## src/rtl/tn_wb_arbiter.sv

```systemverilog
// Two-master round-robin Wishbone arbiter sharing one slave port between
// SERV ibus and dbus, with a watchdog that force-completes a hung transfer.
module tn_wb_arbiter #(
  parameter int AW      = 32,
  parameter int TIMEOUT = 255
) (
  input  logic          clk,
  input  logic          i_rst,
  input  logic [AW-1:0] i_ibus_adr,
  input  logic          i_ibus_cyc,
  output logic [31:0]   o_ibus_rdt,
  output logic          o_ibus_ack,
  input  logic [AW-1:0] i_dbus_adr,
  input  logic [31:0]   i_dbus_dat,
  input  logic [3:0]    i_dbus_sel,
  input  logic          i_dbus_we,
  input  logic          i_dbus_cyc,
  output logic [31:0]   o_dbus_rdt,
  output logic          o_dbus_ack,
  output logic [AW-1:0] o_mem_adr,
  output logic [31:0]   o_mem_dat,
  output logic [3:0]    o_mem_sel,
  output logic          o_mem_we,
  output logic          o_mem_cyc,
  input  logic [31:0]   i_mem_rdt,
  input  logic          i_mem_ack,
  output logic          o_err
);

  typedef enum logic [1:0] {
    IDLE  = 2'd0,
    GNT_I = 2'd1,
    GNT_D = 2'd2
  } state_t;

  state_t     state_q, state_d;
  logic       last_q, last_d;
  logic [7:0] wdog_q, wdog_d;
  logic       err_q, err_d;

  logic gnt_i, gnt_d, cyc, tmo, done, fwd;

  assign gnt_i = (state_q == GNT_I);
  assign gnt_d = (state_q == GNT_D);
  assign cyc   = (gnt_i & i_ibus_cyc) | (gnt_d & i_dbus_cyc);
  assign tmo   = (wdog_q == 8'(TIMEOUT - 1));
  assign done  = cyc & (i_mem_ack | tmo);
  // A real ack always wins over a coincident timeout.
  assign fwd   = i_mem_ack | ~tmo;

  assign o_ibus_ack = gnt_i & i_ibus_cyc & (i_mem_ack | tmo);
  assign o_dbus_ack = gnt_d & i_dbus_cyc & (i_mem_ack | tmo);
  assign o_ibus_rdt = (gnt_i & fwd) ? i_mem_rdt : 32'd0;
  assign o_dbus_rdt = (gnt_d & fwd) ? i_mem_rdt : 32'd0;

  assign o_mem_cyc = cyc;
  assign o_mem_adr = gnt_d ? i_dbus_adr : i_ibus_adr;
  assign o_mem_dat = gnt_d ? i_dbus_dat : 32'd0;
  assign o_mem_sel = gnt_d ? i_dbus_sel : 4'd0;
  assign o_mem_we  = gnt_d & i_dbus_we;
  assign o_err     = err_q;

  always_comb begin
    state_d = state_q;
    last_d  = last_q;
    wdog_d  = wdog_q;
    err_d   = err_q;
    unique case (state_q)
      IDLE: begin
        wdog_d = 8'd0;
        unique case (1'b1)
          (i_ibus_cyc & ~i_dbus_cyc): state_d = GNT_I;
          (~i_ibus_cyc & i_dbus_cyc): state_d = GNT_D;
          (i_ibus_cyc & i_dbus_cyc):  state_d = last_q ? GNT_I : GNT_D;
          default:                    state_d = IDLE;
        endcase
      end
      GNT_I, GNT_D: begin
        if (!cyc) begin
          state_d = IDLE;
          wdog_d  = 8'd0;
        end else if (done) begin
          state_d = IDLE;
          wdog_d  = 8'd0;
          last_d  = gnt_d;
          if (!i_mem_ack) err_d = 1'b1;
        end else begin
          wdog_d = wdog_q + 8'd1;
        end
      end
      default: state_d = IDLE;
    endcase
  end

  always_ff @(posedge clk or posedge i_rst) begin
    if (i_rst) begin
      state_q <= IDLE;
      last_q  <= 1'b1;
      wdog_q  <= 8'd0;
      err_q   <= 1'b0;
    end else begin
      state_q <= state_d;
      last_q  <= last_d;
      wdog_q  <= wdog_d;
      err_q   <= err_d;
    end
  end

endmodule

```

## config.mk

```make
export PLATFORM = sky130hd
export DESIGN_NAME = tn_wb_arbiter
export DESIGN_NICKNAME = d
export VERILOG_FILES = /design/src/rtl/tn_wb_arbiter.sv
export SDC_FILE = /design/constraint.sdc
export NUM_CORES = 1
export LEC_CHECK = 0
export BUFFER_PORTS_ARGS = -buffer_cell sky130_fd_sc_hd__buf_2
export CORE_AREA = 2 2 107 109
export CTS_BUF_LIST = sky130_fd_sc_hd__clkbuf_4
export CTS_CLUSTER_DIAMETER = 150
export DETAILED_ROUTE_END_ITERATION = 10
export DIE_AREA = 0 0 109 111
export SLEW_MARGIN = 0
export SYNTH_ARGS = -nofsm -noshare
export SYNTH_HDL_FRONTEND = slang
export SYNTH_SLANG_ARGS = --single-unit
```

## constraint.sdc

```tcl
create_clock -name clk -period 1.7 [get_ports clk]
set_clock_uncertainty 0.05 [all_clocks]
set_input_delay 0.17 -clock clk [delete_from_list [all_inputs] [get_ports clk]]
set_output_delay 0.17 -clock clk [all_outputs]
set_load 0.01 [all_outputs]
```

Yosys cells after proc, flatten, opt, wreduce, memory -nomap -nowiden
Index checks and enable logic that the tools add are counted.
{ "op_classes": {"n_addsub": 1, "n_eq_ne": 4, "muxes": 13, "bitwise": 18, "reduce_logical": 5} }
{ "ops": {"columns": ["operator", "n"], "rows": [
  ["$mux W32", 4],
  ["$mux W8", 2],
  ["$pmux W8 S2", 1],
  ["$and A1 B1 Y1", 11],
  ["$add A8 B1 Y8 const B", 1],
  ["$eq A8 B8 Y1 const B", 1],
  ["$mux W2", 3],
  ["$pmux W2 S3", 1],
  ["$mux W4", 1],
  ["$not A1 Y1", 4],
  ["$pmux W2 S2", 1],
  ["$reduce_and A4 Y1", 1],
  ["$ne A3 B3 Y1 const B", 1],
  ["$or A1 B1 Y1", 3],
  ["$reduce_and A3 Y1", 1],
  ["$eq A2 B1 Y1 const B", 1],
  ["$eq A2 B2 Y1 const B", 1],
  ["$logic_not A2 Y1", 1],
  ["$reduce_bool A2 Y1", 1],
  ["$reduce_or A2 Y1", 1]
]} }
{ "word_totals": {"register_bits": 12, "in_bits": 138, "output_inout_bits": 137, "wordCells": 45} }

Logic depth before layout (Yosys ltp)
{ "depth": {"depth_word": 7, "ltp_mapped": 8, "mapped_depth_nobuf": 6} }

Worst setup path before layout
Ideal clock, no wire load.
{ "synth_path": {"path_kind": "register to register", "start": "register state_q[0]", "end": "register state_q[0]", "setup_ns": 0.079, "arrival_ns": 1.608, "slack_ns": -0.038, "stages_incl_launch_ff": 9, "path_buffers": 2, "synth_period_minus_slack_ns": 1.738, "cell_sequence": "dfrtp_1 > inv_1 > ha_1 > buf_4 > a22o_2 > and3b_1 > buf_2 > nand2_2 > mux2i_1"} }
{ "synth_between": {"elab_chain_len": 5} }
{ "synth_lines": {"columns": ["element", "line", "text"], "rows": [
  ["start, declared", "36", "state_t state_q, state_d;"],
  ["start signal, assigned", "102", "state_q <= state_d;"],
  ["$eq A2 B2 Y1 (*)", "44", "assign gnt_d = (state_q == GNT_D);"],
  ["via gnt_d", "41", "logic gnt_i, gnt_d, cyc, tmo, done, fwd;"],
  ["$and A1 B1 Y1 (*)", "45", "assign cyc = (gnt_i & i_ibus_cyc) | (gnt_d & i_dbus_cyc);"],
  ["$or A1 B1 Y1 (*)", "45", null],
  ["via o_mem_cyc", "24", "output logic o_mem_cyc,"],
  ["$mux W2 or $and A1 B1 Y1 (tied branches)", "79, 47", null],
  ["$pmux W2 S2 or $ne A3 B3 Y1 (tied branches)", null, null]
]} }
The timed path passes the listed nets; every way through them passes the cells marked *.
A chain may end at the register's enable or synchronous reset.

Worst setup path in the final report
{ "layout_path": {"start": "register wdog_q[0]", "end": "output o_ibus_rdt[29]"} }
{ "layout_between": {"elab_chain_len": 5} }
{ "layout_lines": {"columns": ["element", "line", "text"], "rows": [
  ["start, declared", "38", "logic [7:0] wdog_q, wdog_d;"],
  ["start signal, assigned", "104", "wdog_q <= wdog_d;"],
  ["$eq A8 B8 Y1", "46", "assign tmo = (wdog_q == 8'(TIMEOUT - 1));"],
  ["$not A1 Y1", "49", "assign fwd = i_mem_ack | ~tmo;"],
  ["$or A1 B1 Y1", "49", null],
  ["$and A1 B1 Y1", "53", "assign o_ibus_rdt = (gnt_i & fwd) ? i_mem_rdt : 32'd0;"],
  ["$mux W32", "53", null],
  ["end, declared", "11", "output logic [31:0] o_ibus_rdt,"]
]} }
Every way passes these cells.

==> impl_metrics.csv <==
group,metric,value,unit
layout,fin_cells,687,
layout,utilization,45.09,%
cts,htree_levels,1,
pwr,ir_worst_vdd,0.5594,mV
timing,setup_viol,147,
synthesis,ys.flop_type,"dfrtp_1",
synthesis,synth_area_leader_cell,"and2_1",
grt,grt_use_total,16.13,%
synthesis,synth.top_cell.area_share,33.87,%
setup_path,start_kind,"flop",
grt,grt_pass1_wl,15170,um
pwr,p_per_area,1012,nW/um^2
setup_path,timing.rr.start,"state_q[1]",
placed_design,dp_hpwl,6896,um
timing,maxSlewViolCount,0,
timing,max_freq,0.5110,GHz
grt,gr-usage-met2,31.14,%
synthesis,netlist_area,1866,um^2
floorplan,die_w,109,um
hold_path,hold_depth,3,
timing,worst_pin_slew,0.5356,ns
grt,antenna_found_initial,1,
synthesis,yosys-top-cells-area,"and2_1 (34%), mux2_2 (20%), dfrtp_1 (15%)",
floorplan,core,11080,um^2
layout,seqCellArea,301.5,um^2
drt,ant_nets,0,
synthesis,synth-adder-area-share,4.024,%
placed_design,gp_congestion,0.8293,
setup_path,crit_type,"flop to output pin",
synthesis,synth-simple-area-share,44.47,%
setup_path,r2r_cells,8,
floorplan,pin_count,275,
layout,finalNetCount,688,
grt,grt_max_degree,37,
cts,cts_root_buf,"clkbuf_4",
synthesis,syn_avg_cell_area,8.146,um^2
layout,fill_cells,1020,
synthesis,synth_seq_cells,12,
drt,drtPass1Iterations,4,
timing,setup_slack,-0.2571,ns
synthesis,ys_types,31,
drt,totalWireLength,11890,um
cts,cts_tree,"built",
timing,fin_crit_sh,115.1,%
floorplan,initial_core_util,16.84,%
drt,wire_per_inst,17.31,um
synthesis,synth_edf_count,0,
synthesis,synth_compound_area_share,7.042,%
run_status,run_status,"complete, but fails checks",
timing,tns,-26.08,ns
floorplan,rows,39,
setup_path,rrSetupSlack,-0.18,ns
setup_path,r2r-end,"wdog_q[2]",
setup_path,worst-path-max-fanout,8,
hold_path,holdCritPathClass,"input pin to flop",
hold_path,whs_endpoint,"state_q[1]",
grt,grt_pass1_vias,2964,
pwr,p_leak,2.701,nW
timing,finalHoldViolations,0,
cts,cts_buffer_depth,2,
cts,clk_latency,0.28,ns
drt,via_per_inst,4.374,
setup_path,crit_required,1.48,ns
synthesis,yosysMostFrequentCell,"and2_1",
synthesis,synthMuxAreaShare,20.99,%
drt,drtIter0Drc,100,
placed_design,dp.cells,643,
grt,grtUsageMet1,19.45,%
setup_path,cp-end-kind,"output pin",
layout,drive_above_1_share,82.32,%
synthesis,yosysWarnings,0,
flow_run,drv_cap,0,
layout,syn_to_final_growth,167.7,%
synthesis,synthXorXnorAreaFrac,0,%
drt,drc,0,
synthesis,synth_top_family_by_area,"simple AND/OR/NAND/NOR gates",
synthesis,syn_inst,229,
hold_path,hp-start,"i_dbus_cyc",
grt,busiest_layer,"met2",
placed_design,dp_slack,-0.1289,ns
timing,relSlewSlack,64.26,%
cts,clk_pin_slew,0.09,ns
synthesis,async_flop_share,100.0,%
layout,multi_input_area,1911,um^2
placed_design,portBuffers,274,
timing,rsz0062_at_grt,"yes",
timing,period_needed,1.957,ns
floorplan,die_h,111,um
floorplan,die-area,12100,um^2
synthesis,synth.net_count,373,
cts,clock-sinks,12,
setup_path,cp.arrival,1.74,ns
drt,vias,3005,
cts,cts_made_buffers,3,
grt,gr-usage-met3,1.235,%
synthesis,synth-seq-area-share,16.16,%
grt,grt_overflow_total,0,
synthesis,synth_common_cells,"and2_1 (101), mux2_2 (33), nand2_1 (13)",
run_status,violations,"negative setup slack",
-- state kept, by name, summed over array words and instances, names as in the netlist --
signal and flops:
wdog_q 8, state_q 2, last_q 1, o_err 1
-- report_power, final --
part	leakage, nW	internal (mW)	total, mW	switching (mW)
sequential	0.157	0.324	0.353	0.0292
combinational	2.53	2.67	4.49	1.81
clock	0.0184	0.107	0.215	0.108
-- critical path, cell delays in order, from the launching register on --
cell and delay, ns:
dfrtp_1 0.39, inv_2 0.07, ha_4 0.18, nand4_4 0.20, o21a_4 0.33, and2_4 0.17
buf_6 0.11
-- routing by layer --
metal | vias up | share of wire (%)
li1 | 1408 | -
met1 | 1426 | 39
met2 | 161 | 53
met3 | 10 | 6.9
met4 | 0 | 1.2
met5 | - | 0
-- how the worst max path moves through the flow --
| stage | end | cells past startpoint | from | slack, ns |
|---|---|---|---|---|
| finish | o_ibus_rdt[29] | 6 | wdog_q[0] | -0.26 |
| global route | o_ibus_rdt[16] | 6 | wdog_q[0] | -0.33 |
| CTS | o_dbus_rdt[10] | 6 | wdog_q[0] | -0.25 |
| detailed placement | o_dbus_rdt[19] | 6 | state_q[0] | -0.13 |
| global placement | o_dbus_rdt[13] | 6 | state_q[0] | -0.05 |
| floorplan | wdog_q[7] | 8 | state_q[0] | 0.008 |
-- kinds of logic after synthesis --
| kind of cell | count (synthesis) |
|---|---|
| simple gates | 137 |
| mux | 35 |
| buf+inv | 23 |
| compound gates | 16 |
| flops | 12 |
| fa+ha+maj | 6 |
-- layout by cell type (no fill, tap or decap), drive strengths merged --
master / netlist / layout
a41oi: 1 / 1
and3b: 1 / 1
o21a: 2 / 8
diode: 0 / 1
mux2i: 2 / 2
nor3: 2 / 2
dfrtp: 11 / 11
a22o: 1 / 1
buf: 8 / 315
o21ai: 3 / 3
and3: 1 / 1
inv: 7 / 7
nand4: 7 / 8
and2: 102 / 102
nand2: 14 / 14
dfstp: 1 / 1
a21oi: 2 / 2
nand3: 3 / 3
or2: 2 / 2
o311ai: 4 / 4
o31ai: 2 / 2
mux2: 33 / 33
dlygate4sd3: 0 / 1
nor2: 4 / 4
ha: 6 / 6
o211ai: 1 / 1
clkbuf: 8 / 7
nand3b: 1 / 1
-- repair_timing --
| action | in CTS | in global routing |
|---|---|---|
| hold buffers | 1 | 0 |
| resized for setup | 122 | 126 |
| endpoints found under the setup margin | 140 | 147 |
| cloned | 13 | 4 |
| pin swaps | 74 | 23 |
| setup buffers | 13 | 13 |
| endpoints found under the hold margin | 11 | 0 |
-- layout make-up --
| cell class | instances | area share, % |
|---|---|---|
| multi-input cells | 201 | 38.25 |
| well taps | 143 | 3.582 |
| clock buffers | 4 | 0.6012 |
| repair buffers | 319 | 50.85 |
| flip-flops and latches | 12 | 6.037 |
| diodes | 1 | 0.05010 |
| inverters | 7 | 0.6263 |
-- through the flow --
step	instance area, um^2	hold slack, ns	power [mW]
2_1_floorplan	1884	-0.01602	1.786
3_5_place_dp	3431	0.1803	2.656
6_report	4995	0.1710	5.054
4_1_cts	4362	0.1505	4.288
3_3_place_gp	3431	0.1636	2.613
5_1_grt	4995	0.1849	5.304
Note: power is estimated with default switching activity, not from simulation.
